## config.mk

```make
export PLATFORM = sky130hd
export DESIGN_NAME = vga_timing_gen
export DESIGN_NICKNAME = d
export VERILOG_FILES = /design/src/rtl/vga_timing_gen.sv
export SDC_FILE = /design/constraint.sdc
export NUM_CORES = 1
export LEC_CHECK = 0
export CORE_MARGIN = 1.5
export CORE_UTILIZATION = 55
export DETAILED_ROUTE_END_ITERATION = 12
export PLACE_DENSITY_LB_ADDON = 0.3
export SLEW_MARGIN = 15
export SYNTH_ARGS = -nofsm -noshare
export SYNTH_HDL_FRONTEND = slang
export SYNTH_SLANG_ARGS = --single-unit
```

## constraint.sdc

```tcl
create_clock -name clk -period 3.9 [get_ports clk]
set_clock_uncertainty 0.1 [all_clocks]
set_input_delay 0.78 -clock clk [delete_from_list [all_inputs] [get_ports clk]]
set_output_delay 0.78 -clock clk [all_outputs]
set_load 0.02 [all_outputs]
```

## src/rtl/vga_timing_gen.sv

```systemverilog
// Parametrised raster timing generator: sync, data-enable, counters, active-area
// coordinates, line/frame strobes and a frame counter, all advancing on the pixel ce.
module vga_timing_gen #(
  parameter int unsigned H_ACTIVE = 800,
  parameter int unsigned H_FP     = 40,
  parameter int unsigned H_SYNC   = 128,
  parameter int unsigned H_BP     = 88,
  parameter int unsigned V_ACTIVE = 600,
  parameter int unsigned V_FP     = 1,
  parameter int unsigned V_SYNC   = 4,
  parameter int unsigned V_BP     = 23,
  parameter int unsigned HS_POL   = 0,
  parameter int unsigned VS_POL   = 0,
  parameter int unsigned CW       = 11,
  parameter int unsigned FCW      = 8
) (
  input  logic           clk,
  input  logic           clr,
  input  logic           ce,
  output logic           hsync,
  output logic           vsync,
  output logic           vidon,
  output logic [CW-1:0]  hc,
  output logic [CW-1:0]  vc,
  output logic [CW-1:0]  x,
  output logic [CW-1:0]  y,
  output logic           sol,
  output logic           sof,
  output logic [FCW-1:0] frame_cnt
);

  localparam int unsigned H_TOTAL = H_SYNC + H_BP + H_ACTIVE + H_FP;
  localparam int unsigned V_TOTAL = V_SYNC + V_BP + V_ACTIVE + V_FP;

  localparam logic [CW-1:0] H_LAST   = CW'(H_TOTAL - 1);
  localparam logic [CW-1:0] V_LAST   = CW'(V_TOTAL - 1);
  localparam logic [CW-1:0] H_SYNC_C = CW'(H_SYNC);
  localparam logic [CW-1:0] V_SYNC_C = CW'(V_SYNC);
  localparam logic [CW-1:0] H_START  = CW'(H_SYNC + H_BP);
  localparam logic [CW-1:0] H_END    = CW'(H_SYNC + H_BP + H_ACTIVE - 1);
  localparam logic [CW-1:0] V_START  = CW'(V_SYNC + V_BP);
  localparam logic [CW-1:0] V_END    = CW'(V_SYNC + V_BP + V_ACTIVE - 1);
  localparam logic          HS_ON    = (HS_POL != 0);
  localparam logic          VS_ON    = (VS_POL != 0);

  logic [CW-1:0]  h_cnt_q, h_cnt_d;
  logic [CW-1:0]  v_cnt_q, v_cnt_d;
  logic [FCW-1:0] frame_q, frame_d;
  logic           hsync_q, hsync_d;
  logic           vsync_q, vsync_d;
  logic           vidon_q, vidon_d;
  logic [CW-1:0]  hc_q, hc_d;
  logic [CW-1:0]  vc_q, vc_d;
  logic [CW-1:0]  x_q, x_d;
  logic [CW-1:0]  y_q, y_d;
  logic           sol_q, sol_d;
  logic           sof_q, sof_d;

  logic h_wrap, v_wrap, h_vis, v_vis;

  // Outputs are decoded from the pre-increment counters so every output
  // registered on a given ce edge describes the same pixel.
  always_comb begin
    h_wrap  = (h_cnt_q == H_LAST);
    v_wrap  = (v_cnt_q == V_LAST);
    h_vis   = (h_cnt_q >= H_START) && (h_cnt_q <= H_END);
    v_vis   = (v_cnt_q >= V_START) && (v_cnt_q <= V_END);

    h_cnt_d = h_wrap ? '0 : h_cnt_q + CW'(1);
    v_cnt_d = v_cnt_q;
    if (h_wrap) begin
      v_cnt_d = v_wrap ? '0 : v_cnt_q + CW'(1);
    end
    frame_d = (h_wrap && v_wrap) ? frame_q + FCW'(1) : frame_q;

    hc_d    = h_cnt_q;
    vc_d    = v_cnt_q;
    hsync_d = (h_cnt_q < H_SYNC_C) ? HS_ON : ~HS_ON;
    vsync_d = (v_cnt_q < V_SYNC_C) ? VS_ON : ~VS_ON;
    vidon_d = h_vis && v_vis;
    x_d     = vidon_d ? h_cnt_q - H_START : '0;
    y_d     = vidon_d ? v_cnt_q - V_START : '0;
    sol_d   = (h_cnt_q == '0);
    sof_d   = (h_cnt_q == '0) && (v_cnt_q == '0);
  end

  always_ff @(posedge clk or posedge clr) begin
    if (clr) begin
      h_cnt_q <= '0;
      v_cnt_q <= '0;
      frame_q <= '0;
      hc_q    <= '0;
      vc_q    <= '0;
      hsync_q <= ~HS_ON;
      vsync_q <= ~VS_ON;
      vidon_q <= 1'b0;
      x_q     <= '0;
      y_q     <= '0;
      sol_q   <= 1'b0;
      sof_q   <= 1'b0;
    end else if (ce) begin
      h_cnt_q <= h_cnt_d;
      v_cnt_q <= v_cnt_d;
      frame_q <= frame_d;
      hc_q    <= hc_d;
      vc_q    <= vc_d;
      hsync_q <= hsync_d;
      vsync_q <= vsync_d;
      vidon_q <= vidon_d;
      x_q     <= x_d;
      y_q     <= y_d;
      sol_q   <= sol_d;
      sof_q   <= sof_d;
    end
  end

  assign hsync     = hsync_q;
  assign vsync     = vsync_q;
  assign vidon     = vidon_q;
  assign hc        = hc_q;
  assign vc        = vc_q;
  assign x         = x_q;
  assign y         = y_q;
  assign sol       = sol_q;
  assign sof       = sof_q;
  assign frame_cnt = frame_q;

endmodule

```

== Yosys cells after proc, flatten, opt, wreduce, memory -nomap -nowiden ==
Index checks and enable logic that the tools add are counted.
W data, S select, Z words.

* $add $sub $neg: 5
* Order comparisons: 6
* Equal/unequal tests: 2
* Mux-type cells: 6
* Reduce and logical (&&, ||, !) cells: 9

{| class="wikitable"
|+ Operator list
! cell !! count
|-
| $mux W11 || 4
|-
| $add A11 B1 Y11 const B || 2
|-
| $le A11 B10 Y1 const B || 2
|-
| $logic_not A11 Y1 || 2
|-
| $eq A11 B10 Y1 const B || 1
|-
| $eq A11 B11 Y1 const B || 1
|-
| $ge A11 B5 Y1 const B || 1
|-
| $ge A11 B8 Y1 const B || 1
|-
| $lt A11 B3 Y1 const B || 1
|-
| $lt A11 B8 Y1 const B || 1
|-
| $sub A11 B5 Y11 const B || 1
|-
| $sub A11 B8 Y11 const B || 1
|-
| $add A8 B1 Y8 const B || 1
|-
| $logic_and A1 B1 Y1 || 5
|-
| $reduce_and A2 Y1 || 2
|-
| $mux W1 || 2
|}

* Flip-flop bits (word level): 79
* Input bits: 3
* Output and inout port bits: 57
* Logic and storage cells: 40

== Longest topological paths before layout ==
* Depth after elaboration: 4
* Gate-level depth with buffers: 8
* Depth with buffers taken out: 6

== Worst setup path after synthesis ==
No wires, ideal clock.

* Path kind: register to register
* Start: register h_cnt_q[7]
* End: register frame_q[1] (netlist: frame_cnt[1])
* Setup time: 0.125 ns
* Arrival time: 1.855 ns
* Data required time: 3.675 ns
* Setup slack: 1.821 ns
* Cell stages (with the launch flop): 7
* Buffers on the path: 2
* Clock period less this slack: 2.079 ns
* Cell sequence: dfrtp_1 -> buf_6 -> or3_4 -> nor4_4 -> and3_1 -> buf_4 -> mux2_2

* Longest elaborated chain between the ends: 3

{| class="wikitable"
|+ Ends and longest elaborated chain
! element !! line !! text
|-
| from (decl) || 46 || <nowiki>logic [CW-1:0] h_cnt_q, h_cnt_d;</nowiki>
|-
| from (signal assigned) || 102 || <nowiki>h_cnt_q <= h_cnt_d;</nowiki>
|-
| $eq A11 B11 Y1 || 64 || <nowiki>h_wrap = (h_cnt_q == H_LAST);</nowiki>
|-
| $logic_and A1 B1 Y1 || 74 || <nowiki>frame_d = (h_wrap && v_wrap) ? frame_q + FCW'(1) : frame_q;</nowiki>
|-
| $reduce_and A2 Y1 (no source line) || n/a ||
|-
| to (signal assigned) || 104 || <nowiki>frame_q <= frame_d;</nowiki>
|-
| to (decl) || 48 || <nowiki>logic [FCW-1:0] frame_q, frame_d;</nowiki>
|}

Every way passes these cells.
A chain may end at the register's enable or synchronous reset.

== Worst setup path in the final report ==
* Start: register v_cnt_q[7]
* End: register y_q[7] (netlist: y[7])

* Longest elaborated chain between the ends: 4
* Elaborated cells between the ends (all ways): 6
* Those cells by class: add/sub (1); order compare (2); mux (1); reduce/logical (2)

{| class="wikitable"
|+ Ends and longest elaborated chain
! element !! line !! text
|-
| from (decl) || 47 || <nowiki>logic [CW-1:0] v_cnt_q, v_cnt_d;</nowiki>
|-
| from (signal assigned) || 103 || <nowiki>v_cnt_q <= v_cnt_d;</nowiki>
|-
| $ge A11 B5 Y1 / $le A11 B10 Y1 (equally long branches) || 67 || <nowiki>v_vis = (v_cnt_q >= V_START) && (v_cnt_q <= V_END);</nowiki>
|-
| $logic_and A1 B1 Y1 || 67 ||
|-
| $logic_and A1 B1 Y1 || 80 || <nowiki>vidon_d = h_vis && v_vis;</nowiki>
|-
| $mux W11 * || 82 || <nowiki>y_d = vidon_d ? v_cnt_q - V_START : '0;</nowiki>
|-
| to (signal assigned) || 111 || <nowiki>y_q <= y_d;</nowiki>
|-
| to (decl) || 55 || <nowiki>logic [CW-1:0] y_q, y_d;</nowiki>
|}

Every way passes the cells marked *; elsewhere a longest branch is shown, timed or not.

==> flow_metrics.tcl <==
set metrics [dict create \
    status "complete, but fails checks" \
    violations "design-rule violations" \
    pwr-share-clk_pct 29.6 \
    ys_ff_latch 79 \
    r2r-end "y[7]" \
    netlist-cell-type-count 40 \
    clkLatencyLatePin_ps 340 \
    gr-total-overflow 0 \
    power_frac_comb_pct 17.2 \
    ios 60 \
    criticalPathCategory "reg2reg" \
    hold_depth 1 \
    drc_errors 6 \
    async_flop_share_pct 100 \
    design_area_um2 4520 \
    syn-num-nets 347 \
    intPower_uw 1290 \
    hold_class "reg2reg" \
    rows 29 \
    grtUsageTotal_pct 23.3 \
    reg2reg_depth 5 \
    htree_num_levels 3 \
    clock_sinks 79 \
    crit_chain "or3_4 > nor4_4 > o2bb2ai_1 > nand4_1 > o2bb2ai_1" \
    via_per_inst 5.84 \
    grt_max_degree 48 \
    route.detailed.wl_per_inst_um 16.7 \
    num_vias 2698 \
    grt_first_pass_wirelength_mm 13.3 \
    required_ps 4050 \
    port_buffers 59 \
    layout.cells.non_filler 462 \
    syn2layout_area_growth_pct 20.5 \
    initial_core_util_pct 58.1 \
    synth_edf_count 0 \
    fp.dieW_um 85.6 \
    crit_path_max_incr_delay_ps 660 \
    cts_buffer_depth 2 \
    finalCritPeriodShare_pct 71.4 \
    synthCells 335 \
    die_h_um 85.6 \
    ys.flop_type "dfrtp_1" \
    p_per_area_nw_per_um2 404 \
    ys_seq_area_share_pct 52.8 \
    gp_congestion 0.862 \
    syn_avg_cell_area_um2 11.2 \
    diodes 0 \
    cts_resized 0 \
    power.switching_uw 539 \
    fin_nets 392 \
    sw_frac_of_total_pct 29.5 \
    hold_viol 0 \
    ant_nets 0 \
    rsz0062_at_grt "no" \
    worst_pin_slew_ps 788 \
    clk_pin_slew_worst_paths_ps 80 \
    placed_area_um2 4340 \
    finalSetupViolations 0 \
    die-area_um2 7320 \
    worst_path_most_repeated_cell "o2bb2ai_1" \
    drive_above_1_share_pct 13.5 \
    finalCriticalPeriod_ps 2790 \
    worstPathMaxFanout 20 \
    placedCellCount 446 \
    ys_warn_count 0 \
    cts_buffers 9 \
    drv_cap 0 \
    fmax_ghz 0.359 \
    r2r_slack_ps 1110 \
    critPathSlowestCell "nand4_1" \
    cts_root_buffer "clkbuf_8" \
    design.core.area_um2 6460 \
    worstPathArrival_ps 2930 \
    antenna_found_initial 0 \
    relSlewSlack_pct 47.3 \
    cts_tree "done" \
    cp-end-kind "register" \
    dr.pass1.iters 8 \
    dr.first_iter.drc_count 159 \
    grt_pass1_vias 2675 \
    cellLeakagePower_uw 0.00205 \
    dp.final_hpwl_mm 5.24 \
    holdPathEnd "x[8]" \
    vdd_drop_max_mv 0.314 \
    cts_setup_buffers 0 \
    setup_tns_ps 0 \
    pwr-share-seq_pct 53.1 \
    cts-hold-fix-buffers 0 \
    drv_slew 0 \
    drt_wl_total_mm 7.72 \
    netlist_area_um2 3750 \
    hold_start "x[8]" \
    start_kind "register" \
    timing.rr.start "v_cnt_q[7]" \
]
==> synth_stat cells, drive strengths merged (10+ instances only) <==
cell type	count	area share [%]
o2bb2ai	23	5.4
nand2	23	2.4
clkbuf	18	1.8
dfrtp	77	51
xor2	16	3.9
inv	13	1.3
xnor2	21	4.9
nor2	19	1.9
mux2	22	6.6
buf	10	1.7
nand4	14	2.3
o21ai	10	1.3
==> final cells by class <==
| type | count | area (um2) |
|---|---|---|
| Sequential cell | 79 | 1980 |
| Fill cell | 488 | 1940 |
| Multi-Input combinational cell | 215 | 1590 |
| Timing Repair Buffer | 62 | 626 |
| Clock buffer | 13 | 159 |
| Tap cell | 77 | 96.3 |
| Inverter | 13 | 48.8 |
| Clock inverter | 3 | 17.5 |
==> cells by family after synthesis <==
group                    Yosys count  share of synthesized area (%)
XOR/XNOR                          37                           8.84
AO/OA/AOI/OAI                     49                           9.31
flip-flops                        79                           52.8
AND/OR/NAND/NOR                   97                           14.4
multiplexers                      23                           6.87
buffers and inverters             41                           4.77
adder cells (fa/ha/maj)            9                           3.00
==> sequential cells by signal (all words and copies together), names as in the netlist, 8 cells and up <==
register   flops
h_cnt_q       11
hc            11
v_cnt_q       11
vc            11
x             11
y             11
frame_cnt      8
==> routing by layer <==
layer  GRT usage, %  routed length (um)
met1           34.5                3680
met2           33.4                3430
met3           5.29                 524
met4           9.68                  84
met5              0                   0
==> power groups by stage <==
stage	clock (uW)	sequential, uW	combinational, uW
floorplan	0	961	208
global placement	0	983	301
detailed placement	0	984	310
CTS	550	969	314
global route	587	982	340
finish	540	970	315
==> worst max-delay path by stage <==
stage | slack (ps) | cells past startpoint | start | end
floorplan | 1000 | 1 | clr | frame_cnt[0]
global placement | 1060 | 4 | ce | y[5]
detailed placement | 960 | 4 | ce | y[7]
CTS | 1130 | 5 | v_cnt_q[7] | y[7]
global route | 810 | 5 | v_cnt_q[7] | y[1]
finish | 1110 | 5 | v_cnt_q[7] | y[7]
==> through the flow <==
| step | worst slack, ps | total power (uW) | util [%] | hold WS (ps) |
|---|---|---|---|---|
| after CTS | 1130 | 1830 | 70.0 | 393 |
| final | 1110 | 1820 | 70.0 | 394 |
| after floorplan | 1000 | 1170 | - | 407 |
| after global placement | 1060 | 1280 | 67.2 | 370 |
| after detailed placement | 961 | 1290 | 67.2 | 376 |
| after global routing | 815 | 1910 | 70.0 | 408 |
==> worst max-delay path: cells and delay by family, from the launching register on <==
kind	cells	cell delay, ps
and+or+nand+nor	3	1500
AOI/OAI and AO/OA	2	580
DFF	1	510
==> layout by cell type (no fill, tap or decap), drive strengths merged, types with 2 or more instances in the layout <==
| cell type | instances |
|---|---|
| o22ai | 2 |
| buf | 3 |
| nor4 | 8 |
| or3 | 5 |
| a21oi | 9 |
| ha | 9 |
| dfstp | 2 |
| dfrtp | 77 |
| clkinv | 2 |
| xnor2 | 21 |
| o2bb2ai | 23 |
| and3 | 7 |
| and4 | 3 |
| clkdlybuf4s50 | 59 |
| or2 | 3 |
| nand3 | 8 |
| nor3 | 4 |
| nand2 | 23 |
| nand4 | 14 |
| o21ai | 10 |
| mux2 | 22 |
| inv | 13 |
| xor2 | 16 |
| nor2 | 19 |
| clkbuf | 13 |
Power figures use the tool's default switching activity.
